[src/rtl/caf_pkg.sv]
// Shared CAF datapath definitions.
// Holds the peak-finder state encoding and the magnitude width helper.
package caf_pkg;

    typedef enum logic [1:0] {
        ACCUM = 2'd0,
        DRAIN = 2'd1,
        HOLD  = 2'd2
    } caf_state_e;

    // Unsigned width that holds i^2 + q^2 for the widest operand at full negative scale.
    function automatic int unsigned mag_bits(input int unsigned i_bits, input int unsigned q_bits);
        return 2 * ((i_bits > q_bits) ? i_bits : q_bits);
    endfunction

endpackage

[src/rtl/cplx_mag_sq.sv]
// Two-stage |z|^2 = i^2 + q^2 pipeline with valid and index sideband.
// Stage 1 registers the squares, stage 2 registers their unsigned sum.
module cplx_mag_sq
    import caf_pkg::*;
#(
    parameter int unsigned I_BITS     = 16,
    parameter int unsigned Q_BITS     = 16,
    parameter int unsigned INDEX_BITS = 6,
    parameter int unsigned MAG_BITS   = mag_bits(I_BITS, Q_BITS)
) (
    input  logic                         clk,
    input  logic                         reset,
    input  logic                         in_valid,
    input  logic signed [I_BITS-1:0]     i,
    input  logic signed [Q_BITS-1:0]     q,
    input  logic        [INDEX_BITS-1:0] in_index,
    output logic                         mid_valid,
    output logic                         out_valid,
    output logic        [INDEX_BITS-1:0] out_index,
    output logic        [MAG_BITS-1:0]   out_mag
);

    localparam int unsigned I_EXT_BITS = 2 * I_BITS;
    localparam int unsigned Q_EXT_BITS = 2 * Q_BITS;
    localparam int unsigned I_SQ_BITS  = 2 * I_BITS - 1;
    localparam int unsigned Q_SQ_BITS  = 2 * Q_BITS - 1;

    logic signed [I_EXT_BITS-1:0] i_ext_c;
    logic signed [Q_EXT_BITS-1:0] q_ext_c;
    logic signed [I_EXT_BITS-1:0] i_prod_c;
    logic signed [Q_EXT_BITS-1:0] q_prod_c;

    logic [INDEX_BITS-1:0] mid_index;
    logic [I_SQ_BITS-1:0]  i_sq;
    logic [Q_SQ_BITS-1:0]  q_sq;

    // A square is never negative, so the sign bit of the full product is always zero.
    always_comb begin
        i_ext_c  = I_EXT_BITS'(i);
        q_ext_c  = Q_EXT_BITS'(q);
        i_prod_c = i_ext_c * i_ext_c;
        q_prod_c = q_ext_c * q_ext_c;
    end

    always_ff @(posedge clk or posedge reset) begin
        if (reset) begin
            mid_valid <= 1'b0;
            mid_index <= '0;
            i_sq      <= '0;
            q_sq      <= '0;
            out_valid <= 1'b0;
            out_index <= '0;
            out_mag   <= '0;
        end else begin
            mid_valid <= in_valid;
            if (in_valid) begin
                mid_index <= in_index;
                i_sq      <= I_SQ_BITS'(i_prod_c);
                q_sq      <= Q_SQ_BITS'(q_prod_c);
            end
            out_valid <= mid_valid;
            if (mid_valid) begin
                out_index <= mid_index;
                out_mag   <= MAG_BITS'(i_sq) + MAG_BITS'(q_sq);
            end
        end
    end

endmodule

[src/rtl/caf_peak_finder.sv]
// Frame-based peak search over |z|^2 of complex correlation products.
// Accepts LENGTH products, drains the pipeline, then holds the peak until handshaken.
module caf_peak_finder
    import caf_pkg::*;
#(
    parameter int unsigned I_BITS     = 16,
    parameter int unsigned Q_BITS     = 16,
    parameter int unsigned LENGTH     = 64,
    parameter int unsigned INDEX_BITS = 6,
    parameter int unsigned MAG_BITS   = mag_bits(I_BITS, Q_BITS)
) (
    input  logic                         clk,
    input  logic                         reset,
    input  logic                         s_axis_product_tvalid,
    input  logic signed [I_BITS-1:0]     i,
    input  logic signed [Q_BITS-1:0]     q,
    output logic                         m_axis_product_tready,
    output logic                         s_axis_peak_tvalid,
    input  logic                         m_axis_peak_tready,
    output logic        [INDEX_BITS-1:0] peak_index,
    output logic        [MAG_BITS-1:0]   peak_mag
);

    localparam logic [INDEX_BITS-1:0] LAST_INDEX = INDEX_BITS'(LENGTH - 1);

    caf_state_e state_q;
    caf_state_e state_d;

    logic                  accept_c;
    logic                  last_c;
    logic                  latch_c;
    logic                  clear_c;
    logic [INDEX_BITS-1:0] accept_cnt;

    logic                  mid_valid;
    logic                  mag_valid;
    logic [INDEX_BITS-1:0] mag_index;
    logic [MAG_BITS-1:0]   mag;

    logic [INDEX_BITS-1:0] max_index;
    logic [MAG_BITS-1:0]   max_mag;

    assign accept_c = s_axis_product_tvalid && m_axis_product_tready;
    assign last_c   = (accept_cnt == LAST_INDEX);

    cplx_mag_sq #(
        .I_BITS     (I_BITS),
        .Q_BITS     (Q_BITS),
        .INDEX_BITS (INDEX_BITS),
        .MAG_BITS   (MAG_BITS)
    ) u_mag (
        .clk       (clk),
        .reset     (reset),
        .in_valid  (accept_c),
        .i         (i),
        .q         (q),
        .in_index  (accept_cnt),
        .mid_valid (mid_valid),
        .out_valid (mag_valid),
        .out_index (mag_index),
        .out_mag   (mag)
    );

    // State register.
    always_ff @(posedge clk or posedge reset) begin
        if (reset) begin
            state_q <= ACCUM;
        end else begin
            state_q <= state_d;
        end
    end

    // Next-state and control strobes.
    always_comb begin
        state_d = state_q;
        latch_c = 1'b0;
        clear_c = 1'b0;
        case (state_q)
            ACCUM: begin
                if (accept_c && last_c) begin
                    state_d = DRAIN;
                end
            end
            DRAIN: begin
                if (!mid_valid && !mag_valid) begin
                    state_d = HOLD;
                    latch_c = 1'b1;
                end
            end
            HOLD: begin
                if (m_axis_peak_tready) begin
                    state_d = ACCUM;
                    clear_c = 1'b1;
                end
            end
            default: begin
                state_d = ACCUM;
            end
        endcase
    end

    // Handshake flags are registered from the next state so they track it without comb paths.
    always_ff @(posedge clk or posedge reset) begin
        if (reset) begin
            m_axis_product_tready <= 1'b0;
            s_axis_peak_tvalid    <= 1'b0;
        end else begin
            m_axis_product_tready <= (state_d == ACCUM);
            s_axis_peak_tvalid    <= (state_d == HOLD);
        end
    end

    // Accept counter; wraps on the final product of the frame.
    always_ff @(posedge clk or posedge reset) begin
        if (reset) begin
            accept_cnt <= '0;
        end else if (accept_c) begin
            accept_cnt <= last_c ? '0 : accept_cnt + INDEX_BITS'(1);
        end
    end

    // Running maximum: strict compare keeps the earliest index on ties.
    always_ff @(posedge clk or posedge reset) begin
        if (reset) begin
            max_index <= '0;
            max_mag   <= '0;
        end else if (clear_c) begin
            max_index <= '0;
            max_mag   <= '0;
        end else if (mag_valid && ((mag_index == '0) || (mag > max_mag))) begin
            max_index <= mag_index;
            max_mag   <= mag;
        end
    end

    // Result registers hold steady for the whole HOLD interval.
    always_ff @(posedge clk or posedge reset) begin
        if (reset) begin
            peak_index <= '0;
            peak_mag   <= '0;
        end else if (latch_c) begin
            peak_index <= max_index;
            peak_mag   <= max_mag;
        end
    end

endmodule

[config.mk]
export PLATFORM = sky130hd
export DESIGN_NAME = caf_peak_finder
export DESIGN_NICKNAME = d
export VERILOG_FILES = /design/src/rtl/caf_pkg.sv /design/src/rtl/cplx_mag_sq.sv /design/src/rtl/caf_peak_finder.sv
export SDC_FILE = /design/constraint.sdc
export NUM_CORES = 2
export LEC_CHECK = 0
export ABC_CLOCK_PERIOD_IN_PS = 8100
export CAP_MARGIN = 20
export CORE_MARGIN = 3
export CORE_UTILIZATION = 30
export DETAILED_ROUTE_END_ITERATION = 10
export PLACE_DENSITY = 0.56
export SLEW_MARGIN = 20
export SYNTH_ARGS = -nofsm -noshare
export SYNTH_HDL_FRONTEND = slang
export SYNTH_SLANG_ARGS = --single-unit
[constraint.sdc]
create_clock -name clk -period 8.1 [get_ports clk]
set_clock_uncertainty 0.15 [all_clocks]
set_input_delay 1.62 -clock clk [delete_from_list [all_inputs] [get_ports clk]]
set_output_delay 1.62 -clock clk [all_outputs]
set_load 0.005 [all_outputs]
==> impl_metrics.env <==
export IMPL_via_per_inst=4.47
export IMPL_antenna_left=0
export IMPL_cts_clk_slew_worst_paths_ns=0.08
export IMPL_rsz0062_at_grt="false"
export IMPL_synth_top_cell_by_area="fa_1"
export IMPL_final_cell_mix="inv_1 (694), fa_1 (458), nand2_1 (351)"
export IMPL_layout_commonest_cell="inv_1"
export IMPL_postCtsHoldBufs=0
export IMPL_ios=76
export IMPL_critical_path_arrival_ns=7.82
export IMPL_crit_fanout=7
export IMPL_holdWs_ns=0.327
export IMPL_die_area_sq_mm=0.0933
export IMPL_yosysWarnings=0
export IMPL_fill_cells=9160
export IMPL_final_min_clock_period_ns=7.68
export IMPL_io_buffers=75
export IMPL_slew_headroom=0.419
export IMPL_synth_edff_count=0
export IMPL_vias=18529
export IMPL_hold_depth=2
export IMPL_cts_buffers=17
export IMPL_core_area_sq_mm=0.0886
export IMPL_clock_latency_ns=0.44
export IMPL_start_util=0.303
export IMPL_syn2layout_area_growth_pct=12.8
export IMPL_hold_viol=0
export IMPL_track_usage=0.132
export IMPL_grt_pass1_wl_um=101000
export IMPL_cts_setup_buffers=0
export IMPL_cts_htree_levels=4
export IMPL_synth_area_sq_mm=0.0269
export IMPL_synthFlopType="dfrtp_1"
export IMPL_post_route_period_util=0.948
export IMPL_die_height_um=305
export IMPL_status="finished clean"
export IMPL_grt_pass1_vias=20126
export IMPL_synth_seq_cells=192
export IMPL_wl_per_cell_um=14.2
export IMPL_start_kind="input port"
export IMPL_required_ns=8.24
export IMPL_finalNetCount=3694
export IMPL_grt_start_max_net_pins=125
export IMPL_ctsResizeCount=0
export IMPL_grt_overflow=0
export IMPL_synth_area_top_cells="fa_1 (34%), dfrtp_1 (18%), ha_1 (11%)"
export IMPL_cts_tree="built"
export IMPL_drv_slew=0
export IMPL_worstRegToRegCells=11
export IMPL_max_freq_mhz=130
export IMPL_drc=0
export IMPL_postSynthAreaPerCell_sq_um=9.46
export IMPL_postSynthCellCount=2843
export IMPL_antenna_found_initial=0
export IMPL_cts_root_buf="clkbuf_16"
export IMPL_yosysSeqAreaShare=0.179
export IMPL_dr_pass1_iters=6
export IMPL_drtIter0Drc=824
export IMPL_layout_drive_gt1_share=0.0849
export IMPL_cp_end_kind="register"
export IMPL_ys_types=69
export IMPL_place_congestion=0.834
export IMPL_hp_class="reg2reg"
export IMPL_rows=109
export IMPL_wl_um=58800
export IMPL_crit_type="in2reg"
export IMPL_clock_sinks=192
export IMPL_netlist_area_leader_share=0.341
export IMPL_synth_fp_nets=3569
export IMPL_die_w_um=305
export IMPL_maxCapViolCount=0
export IMPL_hpwl_um=50200
export IMPL_async_flop_share=1.00
export IMPL_cts_buffer_depth=2
export IMPL_setup_viol=0
export IMPL_tightest_slew_ns=0.872
export IMPL_antennaDiodeCount=0
cell usage after synthesis, types with 13 or more instances:
library cell,n
fa_1,458
a211oi_1,16
nand3_1,20
xor2_1,34
mux2_2,69
inv_1,695
xnor2_1,72
and2_1,81
nor3_1,16
a21o_1,36
nand2_1,352
nor2_1,87
mux2i_1,35
o21ai_0,88
clkbuf_1,87
ha_1,232
dfrtp_1,192
a21oi_1,70
nand4_1,19
o21a_1,13
worst paths after layout:
| kind | end | slack [ns] | from |
|---|---|---|---|
| setup / recovery | u_mag.i_sq[28] | 0.42 | i[10] |
| hold / removal | u_mag.mid_index[5] | 0.33 | u_mag.mid_index[5] |
| setup reg to reg | max_mag[29] | 4.35 | max_mag[25] |
| hold reg to reg | u_mag.mid_index[5] | 0.33 | u_mag.mid_index[5] |
| max in group asynchronous | accept_cnt[0] | 4.80 | reset |
| min in group asynchronous | peak_mag[18] | 1.60 | reset |
per-layer routing:
| layer | part of all wire | GRT usage | routed length, um |
|---|---|---|---|
| met2 | 0.50 | 0.234 | 29600 |
| met4 | 0.010 | 0.0203 | 613 |
| met1 | 0.46 | 0.178 | 27300 |
| met5 | 0 | 0 | 0 |
| met3 | 0.023 | 0.0132 | 1330 |
flip-flops by register name, summed over array words and instances, names as in the netlist:
name,count
state_q,2
max_mag,32
s_axis_peak_tvalid,1
u_mag.q_sq,30
u_mag.i_sq,30
m_axis_product_tready,1
peak_index,6
u_mag.mid_valid,1
u_mag.out_valid,1
u_mag.mid_index,6
peak_mag,32
accept_cnt,6
u_mag.out_index,6
max_index,6
u_mag.out_mag,32
critical path, cell delays in order:
cell and delay [ns]:
clkdlybuf4s50_1 0.59, and2_1 0.28, fa_1 0.54, inv_1 0.06, fa_1 0.53, inv_1 0.05, fa_1 0.50, fa_1 0.43
fa_1 0.49, inv_1 0.05, fa_1 0.47, inv_1 0.04, ha_1 0.30, a21oi_1 0.25, o2111ai_1 0.22, a211oi_1 0.31
a21oi_1 0.23, a211o_1 0.31, a21oi_1 0.17, xor2_1 0.26, o21ai_0 0.11
area by class of cell:
class | instances | area (sq um) | area share
inverters | 697 | 2620 | 0.0865
flip-flops and latches | 192 | 4800 | 0.158
multi-input cells | 1862 | 19100 | 0.631
repair buffers | 198 | 1720 | 0.0568
clock buffers | 17 | 425 | 0.0140
well taps | 1165 | 1460 | 0.0480
clock inverters | 15 | 176 | 0.00581
through the flow:
step,TNS (ns),setup slack [ns],cells,area (sq um),utilization
2_1_floorplan,0,0.497,2843,26900,-
3_3_place_gp,-0.246,-0.123,4114,29700,0.336
3_5_place_dp,-0.251,-0.132,4114,29700,0.336
4_1_cts,0,0.322,4146,30300,0.342
5_1_grt,0,0.0508,4146,30300,0.342
6_report,0,0.424,4146,30300,0.342
cell families (layout without fill, tap and decap cells):
group           after synthesis  count (layout)  synth area share
flops                       192             192             0.179
compound gates              314             314            0.0756
simple gates                648             648             0.110
fa+ha+maj                   690             690             0.449
xor+xnor                    106             106            0.0345
buf+inv                     789             927             0.111
mux                         104             104            0.0419
Power is not shown: default switching activity piles up to over one toggle a cycle in this logic, so the estimate is an artifact.
